[config.mk]
export PLATFORM = sky130hd
export DESIGN_NAME = ifetch_queue
export DESIGN_NICKNAME = d
export VERILOG_FILES = /design/src/rtl/ifetch_pkg.sv /design/src/rtl/ifetch_slot_buf.sv /design/src/rtl/ifetch_queue.sv
export SDC_FILE = /design/constraint.sdc
export NUM_CORES = 1
export LEC_CHECK = 0
export CAP_MARGIN = 10
export CORE_MARGIN = 2
export CORE_UTILIZATION = 62
export CTS_BUF_LIST = sky130_fd_sc_hd__clkbuf_2 sky130_fd_sc_hd__clkbuf_4 sky130_fd_sc_hd__clkbuf_8
export DETAILED_ROUTE_END_ITERATION = 16
export PLACE_DENSITY = 0.86
export SLEW_MARGIN = 20
export SYNTH_ARGS = -nofsm -noshare
export SYNTH_HDL_FRONTEND = slang
export SYNTH_SLANG_ARGS = --single-unit
[constraint.sdc]
create_clock -name clk -period 4.8 [get_ports clk]
set_input_delay 0.96 -clock clk [delete_from_list [all_inputs] [get_ports clk]]
set_output_delay 0.96 -clock clk [all_outputs]
set_load 0.02 [all_outputs]
[src/rtl/ifetch_pkg.sv]
// Shared types and constants for the instruction-fetch queue.
// The optional feature is enabled with the macro IFETCH_MISALIGN_TRAP_EN (see ifetch_queue).
package ifetch_pkg;

   localparam int unsigned IFQ_DEPTH    = 4;
   localparam int unsigned IFQ_XLEN     = 32;
   localparam logic [31:0] IFQ_NOP_INST = 32'h0000_0013;

   typedef struct packed {
      logic [IFQ_XLEN-1:0] pc;
      logic [IFQ_XLEN-1:0] data;
      logic                done;
      logic                kill;
      logic                fault;
   } entry_t;

   // Pointer width for a DEPTH-entry ring (at least one bit).
   function automatic int unsigned ptr_w(input int unsigned depth);
      return (depth > 1) ? $clog2(depth) : 1;
   endfunction

endpackage

[src/rtl/ifetch_slot_buf.sv]
// DEPTH-entry circular entry store with alloc/fill/head pointers, response pairing and flush kill marking.
module ifetch_slot_buf
   import ifetch_pkg::*;
#(
   parameter int unsigned DEPTH = IFQ_DEPTH
) (
   input  logic                    clk,
   input  logic                    rst,
   input  logic                    alloc_en,
   input  entry_t                  alloc_entry,
   input  logic                    rsp_valid,
   input  logic [IFQ_XLEN-1:0]     rsp_data,
   input  logic                    pop_en,
   input  logic                    flush,
   output entry_t                  head_entry,
   output logic                    head_alloc,
   output logic [ptr_w(DEPTH):0]   count
);

   localparam int unsigned PW = ptr_w(DEPTH);
   localparam int unsigned CW = PW + 1;

   entry_t          slots_q [DEPTH];
   entry_t          slots_d [DEPTH];
   logic [PW-1:0]   alloc_q, alloc_d;
   logic [PW-1:0]   fill_q,  fill_d;
   logic [PW-1:0]   head_q,  head_d;
   logic [CW-1:0]   count_q, count_d;
   logic [CW-1:0]   pend_q,  pend_d;
   logic [CW-1:0]   pend_rem;
   logic [PW-1:0]   next_wait;
   logic [PW-1:0]   idx;
   logic            stop;
   logic            rsp_en;
   logic            alloc_await;

   assign rsp_en      = rsp_valid && (pend_q != '0);
   assign alloc_await = alloc_en && !alloc_entry.done;
   assign pend_rem    = pend_q - CW'(rsp_en);

   // Oldest entry still waiting for memory after the current fill target.
   always_comb begin
      next_wait = fill_q;
      stop      = 1'b0;
      idx       = fill_q;
      for (int unsigned k = 1; k < DEPTH; k++) begin
         idx = fill_q + PW'(k);
         if (!stop) begin
            if (idx == alloc_q) begin
               stop = 1'b1;
            end else if (!slots_q[idx].done) begin
               next_wait = idx;
               stop      = 1'b1;
            end
         end
      end
   end

   always_comb begin
      slots_d = slots_q;
      alloc_d = alloc_q;
      fill_d  = fill_q;
      head_d  = head_q;
      count_d = count_q + CW'(alloc_en) - CW'(pop_en);
      pend_d  = pend_q + CW'(alloc_await) - CW'(rsp_en);

      if (rsp_en) begin
         slots_d[fill_q].data = rsp_data;
         slots_d[fill_q].done = 1'b1;
      end
      // Free slots get kill cleared when reallocated, so marking every slot is safe.
      if (flush) begin
         for (int unsigned i = 0; i < DEPTH; i++) begin
            slots_d[i].kill = 1'b1;
         end
      end
      if (alloc_en) begin
         slots_d[alloc_q] = alloc_entry;
         alloc_d          = alloc_q + PW'(1);
      end
      if (pop_en) begin
         head_d = head_q + PW'(1);
      end
      // With nothing left outstanding, fill parks on the next entry that will need memory.
      if (pend_rem != '0) begin
         fill_d = rsp_en ? next_wait : fill_q;
      end else begin
         fill_d = alloc_await ? alloc_q : alloc_d;
      end
   end

   always_ff @(posedge clk or negedge rst) begin
      if (!rst) begin
         for (int unsigned i = 0; i < DEPTH; i++) begin
            slots_q[i] <= '0;
         end
         alloc_q <= '0;
         fill_q  <= '0;
         head_q  <= '0;
         count_q <= '0;
         pend_q  <= '0;
      end else begin
         slots_q <= slots_d;
         alloc_q <= alloc_d;
         fill_q  <= fill_d;
         head_q  <= head_d;
         count_q <= count_d;
         pend_q  <= pend_d;
      end
   end

   assign head_entry = slots_q[head_q];
   assign head_alloc = (count_q != '0);
   assign count      = count_q;

endmodule

[src/rtl/ifetch_queue.sv]
// Instruction-fetch queue: PC handshake, memory request credit and decode presentation.
// Define IFETCH_MISALIGN_TRAP_EN to trap misaligned fetch PCs locally instead of requesting them.
module ifetch_queue
   import ifetch_pkg::*;
#(
   parameter int unsigned DEPTH    = IFQ_DEPTH,
   parameter logic [31:0] NOP_INST = IFQ_NOP_INST
) (
   input  logic        clk,
   input  logic        rst,
   input  logic [31:0] pc_in,
   input  logic        pc_valid,
   output logic        pc_ready,
   input  logic        flush,
   output logic        imem_req_valid,
   output logic [31:0] imem_req_addr,
   input  logic        imem_req_ready,
   input  logic        imem_rsp_valid,
   input  logic [31:0] imem_rsp_data,
   output logic        inst_valid,
   output logic [31:0] inst_data,
   output logic [31:0] inst_pc,
   output logic        inst_fault,
   input  logic        inst_ready
);

   localparam int unsigned CW = ptr_w(DEPTH) + 1;

   entry_t          alloc_entry;
   entry_t          head;
   logic            head_alloc;
   logic [CW-1:0]   count;
   logic            credit;
   logic            misaligned;
   logic            accept;
   logic            head_live;
   logic            pop;

`ifdef IFETCH_MISALIGN_TRAP_EN
   assign misaligned = (pc_in[1:0] != 2'b00);
`else
   assign misaligned = 1'b0;
`endif

   // Killed entries keep their credit until their response retires them.
   assign credit         = (count < CW'(DEPTH));
   assign imem_req_valid = pc_valid && credit && !flush && !misaligned;
   assign imem_req_addr  = {pc_in[31:2], 2'b00};
   assign pc_ready       = credit && !flush && (imem_req_ready || misaligned);
   assign accept         = pc_valid && pc_ready;

   always_comb begin
      alloc_entry       = '0;
      alloc_entry.pc    = pc_in;
      alloc_entry.data  = misaligned ? NOP_INST : '0;
      alloc_entry.done  = misaligned;
      alloc_entry.fault = misaligned;
   end

   assign head_live  = head_alloc && head.done;
   assign inst_valid = head_live && !head.kill && !flush;
   assign inst_data  = inst_valid ? head.data  : NOP_INST;
   assign inst_pc    = inst_valid ? head.pc    : '0;
   assign inst_fault = inst_valid && head.fault;
   // Completed killed heads drain silently; nothing retires during a flush cycle.
   assign pop        = !flush && head_live && (head.kill || inst_ready);

   ifetch_slot_buf #(
      .DEPTH (DEPTH)
   ) u_slot_buf (
      .clk         (clk),
      .rst         (rst),
      .alloc_en    (accept),
      .alloc_entry (alloc_entry),
      .rsp_valid   (imem_rsp_valid),
      .rsp_data    (imem_rsp_data),
      .pop_en      (pop),
      .flush       (flush),
      .head_entry  (head),
      .head_alloc  (head_alloc),
      .count       (count)
   );

endmodule

==> impl_metrics.tcl <==
set metrics [dict create \
    power_density_nw_per_um2 607 \
    yosysUniqueCellTypes 41 \
    vias_per_cell 5.94 \
    synthMuxAreaShare 0.120 \
    final_common_cell "nand2_1" \
    synth_compound_area_frac 0.0585 \
    status "completed" \
    clk_pin_slew_ns 0.06 \
    clkLatencyLatePin_ns 0.57 \
    yosys.area_share.adder 0.0170 \
    numPortBuffers 167 \
    hold-worst-slack_ns 0.430 \
    synth_warnings 0 \
    start_kind "input pin" \
    leakage_nw 7.33 \
    fin_crit_sh 0.934 \
    yosys.area_share.simple 0.230 \
    die_w_um 151 \
    setup_tns_ns 0 \
    grt_overflow 0 \
    first_global_vias 11500 \
    end_kind "output pin" \
    cts_made_buffers 45 \
    floorplan.initialDensity 0.634 \
    grt_pass1_wl_mm 55.9 \
    drtIter0Drc 983 \
    rsz0062_at_grt "false" \
    die_y_um 151 \
    fin_crit_ns 4.48 \
    clock-sinks 276 \
    layout_common_cells "nand2_1, dfrtp_1, clkdlybuf4s50_1" \
    grt_use_total 0.315 \
    fp.coreArea_um2 21100 \
    drive_gt1_frac 0.112 \
    grt_max_degree 111 \
    hpwl_mm 20.1 \
    antenna_found_initial 1 \
    drv_cap 0 \
    worstMarginPinSlew_ns 1.07 \
    worstPathArrival_ns 3.52 \
    htreeDepth 2 \
    gp_congestion 0.796 \
    fin_skew_ns 0.0451 \
    firstDrtPassIters 5 \
    finalMaxSlewViolations 0 \
    required_ns 3.84 \
    cts_setup_buffers 0 \
    synth-xor-area-share 0.00655 \
    ys_ff_latch 276 \
    clockRootBuffer "clkbuf_8" \
    finalPower_mw 9.66 \
    syn_area_um2 13400 \
    rows 53 \
    hold_viol_final 0 \
    syn2layout_area_growth_pct 18.9 \
    wl_mm 34.9 \
    criticalPathCategory "in -> out" \
    cts_tree "done" \
    vias 10900 \
    n_fill_cell 1420 \
    ir_drop_mv 0.417 \
    ioPinCount 171 \
    relSlewSlack 0.287 \
    hold_class "in -> async" \
    num_antenna_cells 0 \
    drt-wirelength-per-cell_um 19.0 \
    synth_top_family_by_area "simple AND/OR/NAND/NOR gates" \
    dieArea_um2 22800 \
    clock_path_buffers 3 \
    fmax_mhz 223 \
    ctsResizeCount 0 \
    syn_inst 1425 \
    syn-mean-instance-area_um2 9.39 \
    drc 0 \
    ys_seq_area_frac 0.516 \
    antenna_left 0 \
    finalNetCount 1620 \
    setup_viol 0 \
    hold_buffers 0 \
    crit_path_max_fanout 30 \
]
## sequential cells by signal, indices dropped and copies added, names as in the netlist
name / flops
u_slot_buf.slots_q: 264
u_slot_buf.pend_q: 3
u_slot_buf.count: 3
u_slot_buf.fill_q: 2
u_slot_buf.head_q: 2
u_slot_buf.alloc_q: 2
## critical path, cell delays in order
cell             delay (ns)
clkdlybuf4s50_1        0.55
inv_1                  0.12
o311ai_1               0.22
or2_2                  0.55
buf_4                  0.31
nor2b_1                0.16
clkdlybuf4s50_1        0.63
## layer usage
layer | share of wire | global-route usage
met5 | 0 | 0
met4 | 0.027 | 0.128
met3 | 0.091 | 0.0690
met2 | 0.50 | 0.523
met1 | 0.38 | 0.409
## area by class of cell
type | instances | area (um2) | share of cell area
flip-flops and latches | 276 | 6910 | 0.435
well taps | 275 | 344 | 0.0216
inverters | 16 | 60.1 | 0.00378
multi-input cells | 1008 | 5810 | 0.365
clock inverters | 10 | 104 | 0.00653
clock buffers | 64 | 837 | 0.0526
repair buffers | 185 | 1840 | 0.115
## metrics by stage
| step | cells | util | worst slack (ns) | area [um2] |
|---|---|---|---|---|
| final | 1834 | 0.754 | 0.315 | 15900 |
| after detailed placement | 1760 | 0.710 | 0.340 | 15000 |
| after global placement | 1760 | 0.710 | 0.509 | 15000 |
| after floorplan | 1427 | - | 1.79 | 13400 |
| after CTS | 1834 | 0.754 | 0.340 | 15900 |
| after global routing | 1834 | 0.754 | 0.197 | 15900 |
## power by group
group | switching (mW) | total, mW | internal [mW]
clock network | 0.918 | 2.14 | 1.22
logic | 1.80 | 3.56 | 1.76
registers | 0.617 | 3.96 | 3.34
total | 3.33 | 9.66 | 6.32
## logic make-up (layout without fill, tap and decap cells)
| family | count (synthesis) | in the layout |
|---|---|---|
| other | 1 | 3 |
| DFF | 276 | 276 |
| AOI/OAI and AO/OA | 145 | 145 |
| adders and majority gates | 17 | 17 |
| and+or+nand+nor | 760 | 760 |
| xor gates and xnor gates | 10 | 10 |
| buffers and inverters | 143 | 275 |
| muxes | 73 | 73 |
## cell usage after synthesis (all sizes together)
library cell    n  area share
nand2         651        0.18
dfrtp         276        0.52
a21oi         130       0.049
buf            79       0.034
mux4           69        0.12
nor2b          63       0.029
clkbuf         48       0.013
nor2           22      0.0062
inv            16      0.0045
ha             15       0.014
xnor2           7      0.0046
and2            6      0.0028
and3            4      0.0019
nand3           4      0.0015
nor3b           3      0.0017
o21ai           3      0.0011
or3             3      0.0014
xor2            3      0.0020
a2111oi         2      0.0027
a211oi          2      0.0011
fa              2      0.0030
mux2            2      0.0017
mux2i           2      0.0015
or2             2     0.00094
a211o           1     0.00065
a21o            1     0.00056
a22oi           1     0.00056
conb            1     0.00028
nor3            1     0.00037
nor4            1     0.00094
o21bai          1     0.00056
o2bb2ai         1     0.00065
o311ai          1     0.00065
o31a            1     0.00065
o31ai           1     0.00056
## path summary, 6_finish.rpt
check | startpoint | endpoint | slack, ns | cells past startpoint
worst min-delay path | rst | u_slot_buf.slots_q[212] | 0.43 | 1
min in group clk | u_slot_buf.slots_q[36] | u_slot_buf.slots_q[36] | 0.47 | 2
max in group asynchronous | rst | u_slot_buf.slots_q[43] | 3.21 | 2
worst max-delay path | flush | inst_data[10] | 0.32 | 7
worst min register to register | u_slot_buf.slots_q[36] | u_slot_buf.slots_q[36] | 0.47 | 2
worst max register to register | u_slot_buf.slots_q[2] | u_slot_buf.count[2] | 1.98 | 10
No activity file was read; power rests on OpenSTA's default activity.
